<file path="src/rtl/armleo_pkg.sv">
// Shared types for the armleo block family.
// Holds the packet-lock FSM state used by armleo_arb_mux.
package armleo_pkg;

  typedef enum logic {
    ARB    = 1'b0,
    LOCKED = 1'b1
  } lock_state_t;

endpackage

</file>
<file path="src/rtl/armleo_round_robin.sv">
// Round-robin arbiter: highest priority starts at the rotation pointer,
// which moves just past the granted requester whenever ack is asserted.
module armleo_round_robin #(
  parameter int WIDTH = 4,
  localparam int IW = $clog2(WIDTH)
) (
  input  logic             clk,
  input  logic             rst_n,
  input  logic [WIDTH-1:0] request,
  input  logic             ack,
  output logic             grant_valid,
  output logic [IW-1:0]    grant_idx
);

  logic [IW-1:0] ptr;
  logic [IW-1:0] ptr_nxt;

  always_comb begin
    grant_valid = 1'b0;
    grant_idx   = '0;
    for (int i = 0; i < WIDTH; i++) begin
      int j;
      j = int'(ptr) + i;
      if (j >= WIDTH) j = j - WIDTH;
      if (!grant_valid && request[j]) begin
        grant_valid = 1'b1;
        grant_idx   = IW'(j);
      end
    end
  end

  always_comb begin
    ptr_nxt = ptr;
    if (ack && grant_valid) begin
      if (grant_idx == IW'(WIDTH - 1)) ptr_nxt = '0;
      else ptr_nxt = grant_idx + 1'b1;
    end
  end

  always_ff @(posedge clk) begin
    if (!rst_n) ptr <= '0;
    else ptr <= ptr_nxt;
  end

endmodule

</file>
<file path="src/rtl/armleo_arb_mux.sv">
// N-to-1 arbitrated mux with a registered output stage (valid/ready).
// Optional packet lock compiled in with ARMLEO_ARB_MUX_LOCK_EN.
module armleo_arb_mux
  import armleo_pkg::*;
#(
  parameter int N  = 4,
  parameter int DW = 32,
  localparam int IW = $clog2(N)
) (
  input  logic            clk,
  input  logic            rst_n,
  input  logic [N-1:0]    in_valid,
  input  logic [N*DW-1:0] in_data,
  output logic [N-1:0]    in_ready,
  output logic            out_valid,
  output logic [DW-1:0]   out_data,
  output logic [IW-1:0]   out_idx,
  input  logic            out_ready
`ifdef ARMLEO_ARB_MUX_LOCK_EN
  ,
  input  logic [N-1:0]    in_last,
  output logic            out_last
`endif
);

  logic          rr_valid;
  logic [IW-1:0] rr_idx;
  logic          ack;
  logic          eligible;
  logic [IW-1:0] sel_idx;
  logic [DW-1:0] sel_data;
  logic          load;

  armleo_round_robin #(
    .WIDTH(N)
  ) u_rr (
    .clk        (clk),
    .rst_n      (rst_n),
    .request    (in_valid),
    .ack        (ack),
    .grant_valid(rr_valid),
    .grant_idx  (rr_idx)
  );

`ifdef ARMLEO_ARB_MUX_LOCK_EN
  lock_state_t   state;
  lock_state_t   state_nxt;
  logic [IW-1:0] lock_port;
  logic [IW-1:0] lock_port_nxt;

  // While locked only the locked port may load and the arbiter is frozen.
  always_comb begin
    if (state == LOCKED) begin
      sel_idx  = lock_port;
      eligible = in_valid[lock_port];
    end else begin
      sel_idx  = rr_idx;
      eligible = rr_valid;
    end
    load = rst_n && (!out_valid || out_ready) && eligible;
    ack  = load && (state == ARB);
  end

  always_comb begin
    state_nxt     = state;
    lock_port_nxt = lock_port;
    case (state)
      ARB: begin
        if (load && !in_last[sel_idx]) begin
          state_nxt     = LOCKED;
          lock_port_nxt = sel_idx;
        end
      end
      LOCKED: begin
        if (load && in_last[lock_port]) state_nxt = ARB;
      end
      default: state_nxt = ARB;
    endcase
  end

  always_ff @(posedge clk) begin
    if (!rst_n) begin
      state     <= ARB;
      lock_port <= '0;
    end else begin
      state     <= state_nxt;
      lock_port <= lock_port_nxt;
    end
  end

  always_ff @(posedge clk) begin
    if (!rst_n) out_last <= 1'b0;
    else if (load) out_last <= in_last[sel_idx];
  end
`else
  always_comb begin
    sel_idx  = rr_idx;
    eligible = rr_valid;
    load     = rst_n && (!out_valid || out_ready) && eligible;
    ack      = load;
  end
`endif

  always_comb begin
    sel_data = in_data[sel_idx*DW +: DW];
    in_ready = '0;
    in_ready[sel_idx] = load;
  end

  always_ff @(posedge clk) begin
    if (!rst_n) begin
      out_valid <= 1'b0;
      out_data  <= '0;
      out_idx   <= '0;
    end else if (load) begin
      out_valid <= 1'b1;
      out_data  <= sel_data;
      out_idx   <= sel_idx;
    end else if (out_ready) begin
      out_valid <= 1'b0;
    end
  end

endmodule
</file>
<file path="config.mk">
export PLATFORM = sky130hd
export DESIGN_NAME = armleo_arb_mux
export DESIGN_NICKNAME = d
export VERILOG_FILES = /design/src/rtl/armleo_pkg.sv /design/src/rtl/armleo_round_robin.sv /design/src/rtl/armleo_arb_mux.sv
export SDC_FILE = /design/constraint.sdc
export NUM_CORES = 1
export LEC_CHECK = 0
export ABC_CLOCK_PERIOD_IN_PS = 1850
export CORE_MARGIN = 3
export CORE_UTILIZATION = 34
export CTS_CLUSTER_DIAMETER = 200
export DETAILED_ROUTE_END_ITERATION = 7
export GPL_TIMING_DRIVEN = 0
export PLACE_DENSITY = 0.88
export SYNTH_ARGS = -nofsm -noshare
export SYNTH_HDL_FRONTEND = slang
export SYNTH_SLANG_ARGS = --single-unit
</file>
<file path="constraint.sdc">
create_clock -name clk -period 1.85 [get_ports clk]
set_input_delay 0.37 -clock clk [delete_from_list [all_inputs] [get_ports clk]]
set_output_delay 0.37 -clock clk [all_outputs]
set_load 0.03 [all_outputs]
</file>
# == After elaboration in Yosys (flattened, before gate mapping) ==
# Index checks and enable logic that the tools add are counted.
# W data, S select, Z words.
# word_totals
regBits,37
input_bits,135
# op_classes
bitwise,1
reduce_logical,13
magnitude_cmp,10
shift,1
add_sub_neg,8
n_eq_ne,1
mux,29
# ops
op,n
$lt A32 B4 Y1 const B,4
$mux W32,4
$shiftx A128 B8 Y32,1
$ge A32 B4 Y1 const B,3
$sub A32 B4 Y32 const B,3
$mux W1,15
$mux W2,5
$bmux W1 S2,4
$logic_and A1 B1 Y1,7
$add A2 B2 Y3 const B,2
$and A4 B4 Y4,1
$logic_not A1 Y1,4
$sub A2 B3 Y4 const B,1
$add A2 B1 Y3 const B,1
$ge A2 B3 Y1 const B,1
$lt A2 B3 Y1 const B,1
$add A2 B1 Y2 const B,1
$demux W1 S2,1
$eq A2 B2 Y1 const B,1
$ge A2 B1 Y1 const B,1
$reduce_bool A2 Y1,1
$logic_or A1 B1 Y1,1

# == Logic depth before layout (Yosys ltp) ==
# depth
word_depth,20
ltp_mapped,7
depth_no_buf,5

# == Cells and area by module ==
# A second synthesis with hierarchy kept.
# hier_totals
hier_cells,229
area_unflattened_um2,2309.7
# by_module_without_submodules
module,area_per_inst_um2,seq_area_each_um2,cells_per_inst,n_inst
armleo_arb_mux,2118.3,700.7,204,1
armleo_round_robin,191.4,40.0,25,1

# == Worst setup path before layout ==
# Ideal clock, no wire load.
# synth_path
path_kind,input to output
start,in in_valid[0]
end,out in_ready[2]
stages,7
path_slack_ps,-296
arrival_time_ps,1776
cell_sequence,a21o_1 > a21oi_1 > o22ai_1 > or2_1 > buf_2 > buf_2 > nor2_1
# synth_via
elab_chain_len,18
word_cells_on_any_way,33
# synth_rtl
element,line_no,source
"start, declared",armleo_arb_mux.sv:12,"input logic [N-1:0] in_valid,"
$bmux W1 S2,armleo_round_robin.sv:25,if (!grant_valid && request[j]) begin
$mux W1 (implied by the code) (2 in series),armleo_round_robin.sv:25,
$mux W1,armleo_round_robin.sv:25,
$logic_not A1 Y1,armleo_round_robin.sv:25,
$logic_and A1 B1 Y1,armleo_round_robin.sv:25,
$mux W1,armleo_round_robin.sv:25,
$logic_not A1 Y1,armleo_round_robin.sv:25,
$logic_and A1 B1 Y1,armleo_round_robin.sv:25,
$mux W1,armleo_round_robin.sv:25,
$logic_not A1 Y1,armleo_round_robin.sv:25,
$logic_and A1 B1 Y1,armleo_round_robin.sv:25,
$mux W2,armleo_round_robin.sv:25,
$lt A2 B3 Y1 (implied by the code) or $ge A2 B1 Y1 (tied branches),armleo_arb_mux.sv:107,in_ready[sel_idx] = load;
$logic_and A1 B1 Y1 (implied by the code),armleo_arb_mux.sv:107,
$mux W1 (implied by the code),armleo_arb_mux.sv:107,
$demux W1 S2,armleo_arb_mux.sv:107,
$and A4 B4 Y4 (no source line) (*),-,
"end, declared",armleo_arb_mux.sv:14,"output logic [N-1:0] in_ready,"
# Every way passes the cells marked *; elsewhere a longest branch is shown, timed or not. The select of a mux whose other input is x is not followed.

# == Final worst setup path ==
# layout_path
start,reg u_rr.ptr[1]
end,out in_ready[3]
# layout_via
elab_chain_len,20
word_cells_on_any_way,48
# layout_rtl
element,line_no,source
"start, declared",armleo_round_robin.sv:15,logic [IW-1:0] ptr;
"start signal, assigned",armleo_round_robin.sv:42,else ptr <= ptr_nxt;
"parallel branches: the longest is 19 deep, another holds $sub A32 B4 Y32",-,
$and A4 B4 Y4 (no source line) (*),-,
# Mark *: on every way between the ends. The select of a mux whose other input is x is not followed.

==> summary.txt <==
gr busiest metal: met2
most common cell after layout, fill and taps aside: clkdlybuf4s50_1
TritonCTS clock tree: yes
crit path DAT: 1.70 ns
Reg clk slew, reported paths: 0.08 ns
MaxCap Viol Count: 0
DR WL/cell: 17.7 µm
Reg-to-Reg Start: u_rr.ptr[1]
share of layout cells above drive strength 1: 25.3%
failing checks: negative setup slack
period utilization: 112%
pin count of the biggest net entering global routing: 12
hold_ws: 0.457 ns
core area: 6390 µm²
Non-Filler Instances: 500
critical path, cell by cell: or4_4 -> nand2_8 -> buf_12 -> inv_8 -> nor2_4 -> buf_6
Final min period: 2.07 ns
max-slew violations: 0
Reg2Reg Setup Slack: -0.18 ns
Synth Net Count: 354
multi-input logic area: 1610 µm²
WP depth: 6
syn avg cell area: 10.3 µm²
fin area: 4860 µm²
clock sink count: 37
hold depth: 3
Critical Path Sink Type: primary output
final wirelength: 8.84 mm
dpl hpwl: 6.28 mm
post-placement cell area: 4140 µm²
Slew Limit Headroom: 64.6%
met2 GRT Util: 37.9%
Final Hold Vio Count: 0
Min-Delay Path Class: primary input to register
register area: 748 µm²
first-pass GRT wire length: 12.3 mm
PwrDens: 766 nW/µm²
DIE WIDTH: 87.5 µm
r2r endpoint: out_data[3]
GRT Total Usage: 20.5%
hold_sp: in_valid[2]
n_diodes: 0
r2r worst-path depth: 8
placed cell count: 469
Crit path required time: 1.48 ns
Starting Density: 35.4%
Largest delay share family, worst path: simple AND/OR/NAND/NOR gates
Lkg Pwr: 1.84 nW
final routed DRC violation total: 0
Bufs on Longest Clock Path: 2
setup tns final: -4.44 ns
Critical Path Source: u_rr.ptr[1]
Netlist cell types: 26
Area Growth Syn to Fin: 115%
Filler cells: 440
Mapped Area: 2260 µm²
vias in the first global route: 2,566
die height: 87.5 µm
max incr delay on CP: 0.57 ns
setup ws final: -0.223 ns
M1 GR Usage: 22.9%
Pre-antenna DRT Iters: 4
status: finished, violations left
via count: 2,550
total grt overflow: 0
Worst-Skew Late Latency: 0.28 ns
grt met3 use: 5.77%
register area share after synthesis: 32.8%
most frequent cells in the layout: clkdlybuf4s50_1, mux2i_1, dfxtp_1, nand2_1, o221ai_1
Worst-Margin Slew: 0.531 ns
initial DRC count: 39
die footprint: 7660 µm²
FF+latch count, synth: 37
WP buf/inv: 3
RSZ-0062 raised after global routing: yes
PortBufs: 173
CTS root buffer: clkbuf_8
DR vias/cell: 5.10
startpoint types: register
YS warnings: 0
fmax: 482 MHz
# IOs: 174
initial antenna violation count: 0
CP max FO: 6
Hold Path End: out_valid
Mapped Cells: 219
total CTS buffers: 5
Final setup viols: 36
Final ANT Viol Nets: 0
nets@finish: 557
peak supply drop: 0.564 mV
site row count: 29
CP max-delay cell: or4_4
critical path type: register to primary output
Max H-tree Level: 2
clock skew: 0.00530 ns
GP Congestion: 0.736
final cells by class:
cell class | instances | share of cell area, %
clock inverters | 1 | 0.103
inverters | 4 | 0.464
plain buffers | 17 | 4.59
well taps | 77 | 1.98
repair buffers | 197 | 42.3
flip-flops and latches | 37 | 15.4
multi-input cells | 160 | 33.2
clock buffers | 7 | 1.98
cell usage after synthesis (all sizes together):
cell type  count  share of area, %
nor2b          5               1.4
clkbuf         5              0.83
inv            4              0.66
nor2           6               1.0
or4            1              0.50
nand3          1              0.22
o21ai          2              0.44
mux2i         66                29
buf           13               7.3
xor2           1              0.39
a21boi         1              0.33
nor4           1              0.55
dfxtp         37                33
a21o           1              0.33
o221ai        33                15
a21oi          4               1.4
or2            1              0.28
and2           1              0.28
nand2         35               6.5
o22ai          1              0.28
kinds of logic after synthesis:
kind of cell	count (synthesis)	synth area share (%)
buffers and inverters	22	8.80
XOR/XNOR	1	0.388
AND/OR/NAND/NOR	51	10.7
AO/OA/AOI/OAI	42	18.1
flip-flops	37	32.8
multiplexers	66	29.2
state kept, by name, summed over array words and instances, names as in the netlist:
register,flops
out_data,32
out_idx,2
u_rr.ptr,2
out_valid,1
worst reg2reg max path, delay by kind of cell, from the launching register on:
family	cells	cell delay, ns
AND/OR/NAND/NOR	2	0.68
buffers and inverters	4	0.50
multiplexers	1	0.25
flip-flops	1	0.35
AO/OA/AOI/OAI	1	0.13
per-layer routing:
layer | share of wire, % | up-vias
met3 | 8.3 | 10
met2 | 53 | 122
li1 | - | 1239
met4 | 1.2 | 0
met5 | 0 | -
met1 | 37 | 1179
per-stage QoR:
stage / util (%) / setup WS [ns] / total power, W
finish: 76.0 / -0.223 / 0.00372
CTS: 68.5 / -0.227 / 0.00335
detailed placement: 64.9 / -1.34 / 0.00264
global route: 76.0 / -0.279 / 0.00388
floorplan: - / -0.0294 / 0.00196
global placement: 64.9 / -1.33 / 0.00261
worst max-delay path by stage:
| stage | endpoint | slack, ns |
|---|---|---|
| floorplan | in_ready[1] | -0.03 |
| global placement | in_ready[1] | -1.33 |
| detailed placement | in_ready[1] | -1.34 |
| CTS | in_ready[3] | -0.23 |
| global route | in_ready[3] | -0.28 |
| finish | in_ready[3] | -0.22 |
power breakdown:
part / internal [W] / leakage, nW / switching [W]
sequential: 0.000927 / 0.308 / 0.0000724
clock: 0.000337 / 0.0542 / 0.000290
combinational: 0.00119 / 1.48 / 0.000906
timing repair:
action / in CTS / in global routing
pin swaps: 7 / 19
hold buffers: 0 / 0
resized for setup: 61 / 55
cloned: 0 / 7
hold endpoints to repair: 0 / 0
endpoints found under the setup margin: 38 / 36
setup buffers: 11 / 6
Power figures use the tool's default switching activity.
